<file path="config.mk">
export PLATFORM = sky130hd
export DESIGN_NAME = uart_board_glue
export DESIGN_NICKNAME = d
export VERILOG_FILES = /design/src/rtl/uart_glue_pkg.sv /design/src/rtl/uart_rx_conditioner.sv /design/src/rtl/uart_board_glue.sv
export SDC_FILE = /design/constraint.sdc
export NUM_CORES = 1
export LEC_CHECK = 0
export CAP_MARGIN = 10
export CORE_MARGIN = 5
export CORE_UTILIZATION = 50
export CTS_BUF_LIST = sky130_fd_sc_hd__clkbuf_16
export CTS_CLUSTER_SIZE = 40
export DETAILED_ROUTE_END_ITERATION = 16
export GPL_TIMING_DRIVEN = 1
export PLACE_DENSITY = 0.69
export SETUP_SLACK_MARGIN = 0.2
export SYNTH_ARGS = -nofsm -noshare
export SYNTH_HDL_FRONTEND = slang
export SYNTH_SLANG_ARGS = --single-unit
</file>
<file path="constraint.sdc">
create_clock -name clk -period 2.5 [get_ports clk]
set_input_delay 0.375 -clock clk [delete_from_list [all_inputs] [get_ports clk]]
set_output_delay 0.375 -clock clk [all_outputs]
set_load 0.02 [all_outputs]
</file>
<file path="src/rtl/uart_glue_pkg.sv">
// Shared types and helpers for the board-side UART/reset glue.
package uart_glue_pkg;

  // SoC reset sequencing: HOLD keeps the SoC in reset, RUN releases it.
  typedef enum logic {
    HOLD = 1'b0,
    RUN  = 1'b1
  } glue_state_e;

  // reset_cause encodings reported to the SoC.
  localparam logic [1:0] CAUSE_EXT   = 2'b01;
  localparam logic [1:0] CAUSE_BREAK = 2'b10;

  // Bits needed for a counter that must hold values 0..max_val.
  function automatic int cnt_width(input int max_val);
    return (max_val < 1) ? 1 : $clog2(max_val + 1);
  endfunction

endpackage

</file>
<file path="src/rtl/uart_rx_conditioner.sv">
// One RX channel: metastability synchroniser followed by a persistence filter
// that only follows a new level once it has been stable for FILT_CYCLES.
module uart_rx_conditioner #(
  parameter int SYNC_STAGES = 2,
  parameter int FILT_CYCLES = 4
) (
  input  logic clk,
  input  logic reset,
  input  logic rx_async_i,
  output logic rx_filt_o
);
  import uart_glue_pkg::*;

  localparam int CntW = cnt_width(FILT_CYCLES);

  logic [SYNC_STAGES-1:0] sync_q;
  logic                   synced;
  logic                   filt_q, filt_d;
  logic [CntW-1:0]        cnt_q, cnt_d;

  assign synced    = sync_q[SYNC_STAGES-1];
  assign rx_filt_o = filt_q;

  // Shift the raw pin through the synchroniser chain; idle-high after reset.
  always_ff @(posedge clk) begin
    if (reset) begin
      sync_q <= '1;
    end else begin
      sync_q <= {sync_q[SYNC_STAGES-2:0], rx_async_i};
    end
  end

  // Count consecutive disagreeing samples; flip the output on the last one.
  always_comb begin
    filt_d = filt_q;
    cnt_d  = '0;
    if (synced != filt_q) begin
      if (cnt_q == CntW'(FILT_CYCLES - 1)) begin
        filt_d = ~filt_q;
      end else begin
        cnt_d = cnt_q + 1'b1;
      end
    end
  end

  // Filter state register.
  always_ff @(posedge clk) begin
    if (reset) begin
      filt_q <= 1'b1;
      cnt_q  <= '0;
    end else begin
      filt_q <= filt_d;
      cnt_q  <= cnt_d;
    end
  end

endmodule

</file>
<file path="src/rtl/uart_board_glue.sv">
// FPGA-top glue between board pins and the SoC: conditioned RX, registered TX,
// power-on reset stretching and a UART-break-triggered SoC reset on channel 0.
module uart_board_glue #(
  parameter int NUM_UART        = 1,
  parameter int SYNC_STAGES     = 2,
  parameter int FILT_CYCLES     = 4,
  parameter int BREAK_CYCLES    = 2083,
  parameter int POR_CYCLES      = 1024,
  parameter int RST_HOLD_CYCLES = 64
) (
  input  logic                clk,
  input  logic                reset,
  input  logic [NUM_UART-1:0] uart_rx_pin,
  output logic [NUM_UART-1:0] uart_tx_pin,
  input  logic [NUM_UART-1:0] soc_uart_tx,
  output logic [NUM_UART-1:0] soc_uart_rx,
  input  logic                break_reset_en,
  output logic                soc_reset,
  output logic [1:0]          reset_cause
);
  import uart_glue_pkg::*;

  localparam int BrkW    = cnt_width(BREAK_CYCLES);
  localparam int HoldMax = (POR_CYCLES > RST_HOLD_CYCLES) ? POR_CYCLES : RST_HOLD_CYCLES;
  localparam int HoldW   = cnt_width(HoldMax);

  for (genvar ch = 0; ch < NUM_UART; ch++) begin : g_rx
    uart_rx_conditioner #(
      .SYNC_STAGES(SYNC_STAGES),
      .FILT_CYCLES(FILT_CYCLES)
    ) u_cond (
      .clk       (clk),
      .reset     (reset),
      .rx_async_i(uart_rx_pin[ch]),
      .rx_filt_o (soc_uart_rx[ch])
    );
  end

  logic [BrkW-1:0]     brkCnt_q, brkCnt_d;
  logic                armed_q, armed_d;
  logic                breakTrig;
  glue_state_e         state_q, state_d;
  logic [HoldW-1:0]    holdCnt_q, holdCnt_d;
  logic [1:0]          cause_q, cause_d;
  logic                socReset_q, socReset_d;
  logic [NUM_UART-1:0] tx_q, tx_d;

  assign soc_reset   = socReset_q;
  assign reset_cause = cause_q;
  assign uart_tx_pin = tx_q;

  // Break detector: measure the filtered-low run on channel 0, fire once per break.
  always_comb begin
    brkCnt_d  = brkCnt_q;
    armed_d   = armed_q;
    breakTrig = 1'b0;
    if (soc_uart_rx[0]) begin
      brkCnt_d = '0;
      armed_d  = 1'b1;
    end else if (brkCnt_q != BrkW'(BREAK_CYCLES)) begin
      brkCnt_d = brkCnt_q + 1'b1;
      if ((brkCnt_d == BrkW'(BREAK_CYCLES)) && armed_q && break_reset_en) begin
        breakTrig = 1'b1;
        armed_d   = 1'b0;
      end
    end
  end

  // Reset sequencer: count down in HOLD, re-enter HOLD on a break from RUN.
  always_comb begin
    state_d   = state_q;
    holdCnt_d = holdCnt_q;
    cause_d   = cause_q;
    case (state_q)
      HOLD: begin
        holdCnt_d = holdCnt_q - 1'b1;
        if (holdCnt_q == HoldW'(1)) begin
          state_d = RUN;
        end
      end
      RUN: begin
        if (breakTrig) begin
          state_d   = HOLD;
          holdCnt_d = HoldW'(RST_HOLD_CYCLES);
          cause_d   = CAUSE_BREAK;
        end
      end
      default: state_d = HOLD;
    endcase
    socReset_d = (state_d == HOLD);
    tx_d       = socReset_d ? {NUM_UART{1'b1}} : soc_uart_tx;
  end

  // Registers for the break detector, reset sequencer and TX pins.
  always_ff @(posedge clk) begin
    if (reset) begin
      brkCnt_q   <= '0;
      armed_q    <= 1'b1;
      state_q    <= HOLD;
      holdCnt_q  <= HoldW'(POR_CYCLES);
      cause_q    <= CAUSE_EXT;
      socReset_q <= 1'b1;
      tx_q       <= '1;
    end else begin
      brkCnt_q   <= brkCnt_d;
      armed_q    <= armed_d;
      state_q    <= state_d;
      holdCnt_q  <= holdCnt_d;
      cause_q    <= cause_d;
      socReset_q <= socReset_d;
      tx_q       <= tx_d;
    end
  end

endmodule

</file>
==> flow_metrics.tcl, run 1 <==
set metrics [dict create \
    grt_pass1_vias 1331 \
    cts_tree "built" \
    die_h_um 67.5 \
    drive_gt1_frac 0.180 \
    crit_fanout 5 \
    synth_edf_count 0 \
    synth_area_leaders "dfxtp_1 42%, nor2_1 5.2%, xnor2_1 4.8%" \
    status "finished, final reports clean" \
    via_per_inst 5.38 \
    cp-start-kind "flop" \
    drtIter0Drc 163 \
    regToRegStartpoint "brkCnt_q[3]" \
    synth.most_common_cell "dfxtp_1" \
    vias 1405 \
    cts_made_buffers 5 \
    synth_flop_cell "dfxtp_1" \
    netlist_top_cells_count "35 x dfxtp_1, 23 x nor2_1, 18 x nand2_1" \
    ios 10 \
    cp-endpoint "holdCnt_q[0]" \
    start_util 0.532 \
    critPathTopFamily "simple AND/OR/NAND/NOR gates" \
    cp.arrival_ns 2.36 \
    dieWidth_um 67.5 \
    grt_usage 0.177 \
    fmax_mhz 453 \
    syn-num-nets 205 \
    area_delta_synth_final_pct 25.0 \
    fillerInstances 283 \
    htreeDepth 2 \
    cpMostUsedCell "or3_1" \
    vdd_drop_max_mv 0.394 \
    period_share 0.883 \
    yosysWarnings 0 \
    grt_overflow_total 0 \
    rsz0062_at_grt "yes" \
    drc 0 \
    routed_wl_um 3400 \
    synth.avg_cell_area_um2 8.51 \
    hold_viol_final 0 \
    clk_latency_ns 0.28 \
    postCtsHoldBufs 0 \
    clk_root_buffer_cell "clkbuf_16" \
    wl_per_cell_um 13.0 \
    endpoint_kind "flop" \
    dr.pass1.iters 4 \
    synthCells 194 \
    setup_viol 0 \
    synth_cell_types 39 \
    finClkSkew_ns 0.00717 \
    die_area_um2 4550 \
    rows 20 \
    cts_sinks 35 \
    fin_crit_ns 2.21 \
    slew_headroom 0.732 \
    cap_violations 0 \
    cts_max_path_buffers 2 \
    fin_area_um2 2060 \
    antenna_found_initial 0 \
    r2r_slack_ns 0.29 \
    multiInputGateArea_um2 927 \
    diodes 0 \
    path_clk_slew_ns 0.05 \
    place.gp.congestion 0.837 \
    leakagePower_nw 0.777 \
    layout.nets 227 \
    yosys.area.top_type "dfxtp_1" \
    ys_ff_latch 35 \
    r2r_end "holdCnt_q[0]" \
    hp-class "reg2reg" \
    worstRegToRegCells 7 \
    regArea_um2 708 \
    ys_seq_area_frac 0.424 \
    port_buffers 9 \
    path_cells "buf_4 -> or3_1 -> nor2_1 -> o2111ai_1 -> or3_1 -> nor3_1 -> a311oi_1" \
    synth_top_area_share 0.424 \
    grt_pass1_wl_um 5970 \
    cp_num_buf_inv 1 \
    crit_type "reg2reg" \
    slowest_delay_ns 0.44 \
    critPathSlowestCell "or3_1" \
    final.setup.tns_ns 0 \
    postRouteAntennaNets 0 \
    cp.depth 7 \
    grt_max_degree 16 \
    worstPathRequired_ns 2.65 \
    placed_area_um2 1840 \
    cp-startpoint "brkCnt_q[3]" \
    dp_hpwl_um 2400 \
    ys_async_sr_fraction 0 \
    power_density_nw_per_um2 722 \
    core_area_um2 3100 \
    syn_area_um2 1650 \
    worst_pin_slew_ns 0.399 \
    drv_slew 0 \
]
[sequential cells by signal, summed over array words and instances (netlist names)]
signal                 cells
armed_q                    1
g_rx.u_cond.sync_q         2
g_rx.u_cond.rx_filt_o      1
soc_reset                  1
brkCnt_q                  12
g_rx.u_cond.cnt_q          3
state_q                    1
holdCnt_q                 11
uart_tx_pin                1
reset_cause                2
[routing by layer]
layer | track usage | vias to the layer above | share of wire
li1 | - | 720 | -
met1 | 0.225 | 651 | 0.51
met2 | 0.276 | 23 | 0.43
met3 | 0.0599 | 11 | 0.033
met4 | 0.0684 | 0 | 0.027
met5 | 0 | - | 0
[where the power goes]
part	total [mW]	internal [mW]	switching [mW]	leakage (nW)
Sequential	0.687	0.626	0.0604	0.287
Clock	0.574	0.359	0.215	0.0762
Combinational	0.231	0.107	0.124	0.414
Total	1.49	1.09	0.399	0.777
[cells in the final DEF (no fill, tap or decap), types with 3 or more instances in the layout]
| cell type | netlist | routed |
|---|---|---|
| ha_1 | 6 | 5 |
| dfxtp_2 | 0 | 3 |
| clkdlybuf4s50_1 | 0 | 9 |
| buf_4 | 0 | 12 |
| o21ai_0 | 7 | 7 |
| nand2_1 | 18 | 18 |
| xnor2_1 | 9 | 8 |
| or3_1 | 10 | 10 |
| nand3_1 | 9 | 7 |
| clkbuf_16 | 0 | 5 |
| xor2_1 | 7 | 7 |
| nor3_1 | 12 | 12 |
| a21oi_1 | 3 | 3 |
| or4_1 | 3 | 3 |
| nand4_1 | 3 | 3 |
| nor2_1 | 23 | 22 |
| or2_2 | 4 | 4 |
| inv_1 | 11 | 13 |
| dfxtp_1 | 35 | 31 |
[through the flow]
step | hold WS, ns | worst slack (ns) | power, mW | std cells | utilization
CTS | 0.419 | 0.202 | 1.50 | 259 | 0.647
global placement | 0.403 | 0.130 | 0.913 | 250 | 0.594
detailed placement | 0.406 | 0.101 | 0.925 | 250 | 0.594
global route | 0.429 | 0.198 | 1.59 | 261 | 0.665
floorplan | 0.389 | 0.248 | 0.863 | 194 | -
finish | 0.412 | 0.293 | 1.49 | 261 | 0.665
[worst reg2reg max path, stage by stage (launching register included)]
cell	delay [ns]
dfxtp_1	0.33
buf_4	0.16
or3_1	0.37
nor2_1	0.14
o2111ai_1	0.17
or3_1	0.44
nor3_1	0.34
a311oi_1	0.14
[worst min-delay path by stage]
stage | end | slack (ns) | cells past startpoint | start
5_1_grt | g_rx[0].u_cond.sync_q[1] | 0.43 | 1 | g_rx[0].u_cond.sync_q[0]
4_1_cts | g_rx[0].u_cond.sync_q[1] | 0.42 | 1 | g_rx[0].u_cond.sync_q[0]
3_5_place_dp | g_rx[0].u_cond.sync_q[1] | 0.41 | 1 | g_rx[0].u_cond.sync_q[0]
3_3_place_gp | g_rx[0].u_cond.sync_q[1] | 0.40 | 1 | g_rx[0].u_cond.sync_q[0]
6_report | g_rx[0].u_cond.sync_q[1] | 0.41 | 1 | g_rx[0].u_cond.sync_q[0]
2_1_floorplan | g_rx[0].u_cond.sync_q[1] | 0.39 | 1 | g_rx[0].u_cond.sync_q[0]
[cell families (layout without fill, tap and decap cells)]
family,Yosys count,count (layout),synth area share
multiplexers,2,2,0.0136
AND/OR/NAND/NOR,90,90,0.280
adder cells (fa/ha/maj),6,6,0.0455
XOR/XNOR,16,16,0.0849
buffers and inverters,19,42,0.0454
AO/OA/AOI/OAI,26,26,0.106
flip-flops,35,35,0.424
[layout make-up]
cell class | instances | area share
Clock buffer | 5 | 0.0606
Clock inverter | 3 | 0.00606
Inverter | 12 | 0.0218
Multi-Input combinational cell | 140 | 0.449
Sequential cell | 35 | 0.343
Tap cell | 44 | 0.0267
Timing Repair Buffer | 22 | 0.0927
[repair_timing]
item	CTS	global route
cloned	0	0
setup buffers	1	2
endpoints found under the setup margin	15	17
gates resized for setup	4	11
pin swaps	1	3
(Power assumes the default switching activity.)
==> run 2: changes to the inputs <==
--- a/config.mk
+++ b/config.mk
@@ -5,7 +5,7 @@
 export SDC_FILE = /design/constraint.sdc
 export NUM_CORES = 1
 export LEC_CHECK = 0
-export CAP_MARGIN = 10
+export CAP_MARGIN = 20
 export CORE_MARGIN = 5
 export CORE_UTILIZATION = 50
 export CTS_BUF_LIST = sky130_fd_sc_hd__clkbuf_16
==> constraint.sdc (replaced) <==
create_clock -name clk -period 2.5 [get_ports clk]
set_input_delay 0.375 -clock clk [delete_from_list [all_inputs] [get_ports clk]]
set_output_delay 0.375 -clock clk [all_outputs]
set_load 0.05 [all_outputs]
==> run 2 against run 1 <==
Against the previous run:
- die area stayed put
- sequential share of layout area decreased by 0.79 points
- sequential power hardly changed
- first-iteration DRC count fell by 2.5%
- worst setup slack got worse by 0.011 ns
- clock-buffer cell count unchanged
- critical path depth is the same
- flip-flop and latch count unchanged
- critical path type unchanged
- largest cell class unchanged
- largest power group unchanged
==> flow_metrics.tcl, run 2 (synthesis results as in run 1) <==
set metrics [dict create \
    status "finished, final reports clean" \
    start_util 0.532 \
    worstPathRequired_ns 2.66 \
    cts_max_path_buffers 2 \
    dp_hpwl_um 2480 \
    drv_slew 0 \
    endpoint_kind "flop" \
    place.gp.congestion 0.831 \
    via_per_inst 5.48 \
    dr.pass1.iters 4 \
    grt_pass1_wl_um 5940 \
    clk_latency_ns 0.28 \
    rows 20 \
    fmax_mhz 451 \
    most-common-layout-cells "29 x dfxtp_1, 22 x nor2_1, 18 x nand2_1" \
    postCtsHoldBufs 0 \
    routed_wl_um 3650 \
    core_area_um2 3100 \
    wl_per_cell_um 13.9 \
    fin_hold_ws_ns 0.409 \
    hold_viol_final 0 \
    fin_crit_ns 2.22 \
    use_met3 0.0399 \
    drtIter0Drc 159 \
    finClkSkew_ns 0.00544 \
    met1_usage 0.222 \
    grt_max_degree 16 \
    hp-class "reg2reg" \
    grt_usage 0.175 \
    final.setup.tns_ns 0 \
    vias 1440 \
    largest_reg_flops 12 \
    dieWidth_um 67.5 \
    cap_violations 0 \
    cts_sinks 35 \
    drive_gt1_frac 0.215 \
    port_buffers 9 \
    setup_viol 0 \
    largest_registers "brkCnt_q x12, holdCnt_q x11, g_rx.u_cond.cnt_q x3" \
    rsz0062_at_grt "yes" \
    cp-start-kind "flop" \
    slew_headroom 0.661 \
    diodes 0 \
    use_met2 0.271 \
    cp.arrival_ns 2.38 \
    ios 10 \
    die_h_um 67.5 \
    grt_pass1_vias 1357 \
    worst_pin_slew_ns 0.508 \
    postRouteAntennaNets 0 \
    layout_commonest_cell "dfxtp_1" \
    regMostFlops "brkCnt_q" \
    crit_fanout 9 \
    period_share 0.888 \
    layout.nets 229 \
    drc 0 \
    vdd_drop_max_mv 0.547 \
    cts_made_buffers 5 \
    path_clk_slew_ns 0.05 \
    die_area_um2 4550 \
    power_density_nw_per_um2 714 \
    htreeDepth 2 \
    leakagePower_nw 0.791 \
    grt.busiest_layer "met2" \
    area_delta_synth_final_pct 28.4 \
    clk_root_buffer_cell "clkbuf_16" \
    cts_tree "built" \
    grt_overflow_total 0 \
    antenna_found_initial 0 \
    crit_type "reg2reg" \
]
-- run 2: cell types whose count changed in the layout (fill, tap and decap cells not counted), moves of 2 or more --
cell / change
dfxtp_1: -2
buf_4: +2
dfxtp_2: +2
or3_4: +2
or3_1: -2
o21ai_1: +3
o21ai_0: -3
-- run 2: what timing repair did --
action / in CTS / in global routing
endpoints found under the setup margin: 14 / 17
pin swaps: 1 / 7
setup buffers: 1 / 3
gates resized for setup: 5 / 21
-- run 2: final cells by class --
| class | instances | area (um2) |
|---|---|---|
| flip-flops and latches | 35 | 711 |
| inverters | 12 | 45.0 |
| clock inverters | 3 | 16.3 |
| multi-input cells | 140 | 962 |
| repair buffers | 24 | 206 |
| fillers | 257 | 982 |
| well taps | 44 | 55.1 |
| clock buffers | 5 | 125 |
-- run 2: metrics by stage --
stage | power (mW) | setup WS (ns) | cells | cell area [um2] | util
floorplan | 0.866 | 0.248 | 194 | 1650 | -
global placement | 0.916 | 0.133 | 251 | 1850 | 0.596
detailed placement | 0.930 | 0.0719 | 251 | 1850 | 0.596
CTS | 1.52 | 0.209 | 260 | 2020 | 0.652
global route | 1.60 | 0.161 | 263 | 2120 | 0.683
finish | 1.51 | 0.281 | 263 | 2120 | 0.683
-- run 2: routing by layer --
metal / wire length, um / part of all wire
met5: 0 / 0
met1: 1680 / 0.46
met2: 1710 / 0.47
met3: 175 / 0.048
met4: 83 / 0.023
-- run 2: critical path, stage by stage (launching register included) --
cell	delay [ns]
dfxtp_2	0.39
nand4_1	0.18
nor3_2	0.22
mux2_2	0.42
or4_4	0.51
nor3_4	0.12
buf_4	0.17
o21ai_0	0.09
-- run 2: path summary, 6_finish.rpt --
check / from / end / slack (ns) / cells past startpoint
min reg2reg: g_rx[0].u_cond.sync_q[0] / g_rx[0].u_cond.sync_q[1] / 0.41 / 1
min: g_rx[0].u_cond.sync_q[0] / g_rx[0].u_cond.sync_q[1] / 0.41 / 1
max reg2reg: brkCnt_q[6] / holdCnt_q[10] / 0.28 / 7
max: brkCnt_q[6] / holdCnt_q[10] / 0.28 / 7
-- run 2: report_power, final --
group	leakage, nW	internal, mW	switching [mW]
combinational	0.431	0.110	0.129
sequential	0.288	0.626	0.0613
clock	0.0710	0.363	0.226
==> run 3: changes to the inputs <==
--- a/config.mk
+++ b/config.mk
@@ -11,9 +11,9 @@
 export CTS_BUF_LIST = sky130_fd_sc_hd__clkbuf_16
 export CTS_CLUSTER_SIZE = 40
 export DETAILED_ROUTE_END_ITERATION = 16
-export GPL_TIMING_DRIVEN = 1
+export MAX_ROUTING_LAYER = met4
 export PLACE_DENSITY = 0.69
-export SETUP_SLACK_MARGIN = 0.2
+export SETUP_SLACK_MARGIN = 0.3
 export SYNTH_ARGS = -nofsm -noshare
 export SYNTH_HDL_FRONTEND = slang
 export SYNTH_SLANG_ARGS = --single-unit
==> run 3 against run 2 <==
Against the previous run:
- worst setup slack gained 0.064 ns
- register-to-register slack improved by 0.06 ns
- clock skew fell by 0.00089 ns
- global-route usage increased by 0.80 points
- wire length rose by 0.38%
- worst hold slack better by 0.012 ns
- clock power up 34%
- sequential power fell by 1%
- critical path depth is 2 higher
- non-clock buffer count rose by 3
- largest cell class unchanged
==> flow_metrics.tcl, run 3 (synthesis results as in run 1) <==
set metrics [dict create \
    status "finished, final reports clean" \
    fin_hold_ws_ns 0.421 \
    clk_root_buffer_cell "clkbuf_16" \
    power_mw 1.70 \
    ios 10 \
    cts_sinks 35 \
    finClkSkew_ns 0.00455 \
    diodes 0 \
    critPathSlowestCell "or3_4" \
    vias 1456 \
    hold_viol_final 0 \
    crit_type "reg2reg" \
    placed_area_um2 1820 \
    cp_num_buf_inv 2 \
    largest_reg_flops 12 \
    layout_commonest_cell "dfxtp_1" \
    postCtsHoldBufs 0 \
    htreeDepth 2 \
    cap_violations 0 \
    slew_headroom 0.662 \
    dp.cells 247 \
    fmax_mhz 464 \
    dieWidth_um 67.5 \
    core_area_um2 3100 \
    rsz0062_at_grt "yes" \
    die_area_um2 4550 \
    area_delta_synth_final_pct 34.8 \
    use_met2 0.305 \
    fillerInstances 226 \
    critPathTopFamily "simple AND/OR/NAND/NOR gates" \
    post-route-util 0.718 \
    path_clk_slew_ns 0.05 \
    place.gp.congestion 0.955 \
    worstPathRequired_ns 2.66 \
    grt_max_degree 14 \
    port_buffers 9 \
    wl_per_cell_um 13.8 \
    hp-class "reg2reg" \
    endpoint_kind "flop" \
    dpl_worst_slack_ns 0.0852 \
    rows 20 \
    cp-start-kind "flop" \
    clk_latency_ns 0.28 \
    multiInputGateArea_um2 975 \
    drive_gt1_frac 0.243 \
    cts_tree "built" \
    drc 0 \
    period_share 0.862 \
    vdd_drop_max_mv 0.526 \
    final.setup.tns_ns 0 \
    path_cells "ha_4 -> buf_6 -> a21oi_2 -> nor2_1 -> o32a_1 -> or3_4 -> nor4_4 -> buf_4 -> o21ai_0" \
    dp_hpwl_um 2390 \
    most-common-layout-cells "26 x dfxtp_1, 22 x nor2_1, 18 x nand2_1" \
    fin_area_um2 2230 \
    cts_max_path_buffers 2 \
    largest_registers "brkCnt_q x12, holdCnt_q x11, g_rx.u_cond.cnt_q x3" \
    grt_pass1_vias 1434 \
    slowest_delay_ns 0.40 \
    die_h_um 67.5 \
    grt_usage 0.183 \
    drtIter0Drc 78 \
    cts_made_buffers 5 \
    fin_crit_ns 2.15 \
    antenna_found_initial 0 \
    postRouteAntennaNets 0 \
    regMostFlops "brkCnt_q" \
    drv_slew 0 \
    grt_pass1_wl_um 6110 \
    worst_pin_slew_ns 0.505 \
    layout_setup_ws_ns 0.346 \
    use_met3 0.0433 \
    crit_fanout 6 \
    start_util 0.532 \
    cp.arrival_ns 2.31 \
    setup_viol 0 \
    via_per_inst 5.47 \
    power_density_nw_per_um2 765 \
    regArea_um2 727 \
    grt.busiest_layer "met2" \
    grt_overflow_total 0 \
    routed_wl_um 3660 \
    leakagePower_nw 0.825 \
    fin_cells 266 \
    met1_usage 0.210 \
    layout.nets 232 \
    dr.pass1.iters 4 \
]
## run 3: cell types whose count changed in the layout (fill, tap and decap cells not counted), sizes merged
cell | previous run | this run
bufinv | 0 | 2
clkinvlp | 1 | 0
clkinv | 2 | 1
buf | 15 | 18
## run 3: worst paths after layout
check                            from                  endpoint  slack (ns)  depth (start not counted)
max reg2reg               brkCnt_q[0]              holdCnt_q[4]        0.35                          9
min          g_rx[0].u_cond.sync_q[0]  g_rx[0].u_cond.sync_q[1]        0.42                          1
max                       brkCnt_q[0]              holdCnt_q[4]        0.35                          9
min reg2reg  g_rx[0].u_cond.sync_q[0]  g_rx[0].u_cond.sync_q[1]        0.42                          1
## run 3: final cells by class
| type | instances | area share |
|---|---|---|
| Multi-Input combinational cell | 140 | 0.438 |
| Sequential cell | 35 | 0.326 |
| Timing Repair Buffer | 27 | 0.106 |
| Clock buffer | 5 | 0.0562 |
| Clock inverter | 3 | 0.0287 |
| Tap cell | 44 | 0.0247 |
| Inverter | 12 | 0.0202 |
## run 3: routing by layer
layer | vias up | share of wire
met5 | - | 0
met4 | 0 | 0.019
met3 | 10 | 0.032
met2 | 27 | 0.51
met1 | 695 | 0.44
li1 | 724 | -
## run 3: where the power goes
| group | total [mW] | switching, mW | leakage [nW] | internal (mW) |
|---|---|---|---|---|
| clock network | 0.791 | 0.224 | 0.0952 | 0.567 |
| logic | 0.236 | 0.128 | 0.438 | 0.107 |
| registers | 0.677 | 0.0569 | 0.291 | 0.620 |
| total | 1.70 | 0.409 | 0.825 | 1.29 |
## run 3: what timing repair did
item	in CTS	in global routing
hold endpoints to repair	0	0
setup endpoints to repair	17	17
pin swaps	5	9
resized for setup	17	19
setup buffers	6	5
## run 3: worst register-to-register path, delay by kind of cell, from the launching register on
family          cells  cell delay, ns
buf+inv             2            0.31
compound gates      3            0.50
simple gates        3            0.69
flops               1            0.36
fa+ha+maj           1            0.18
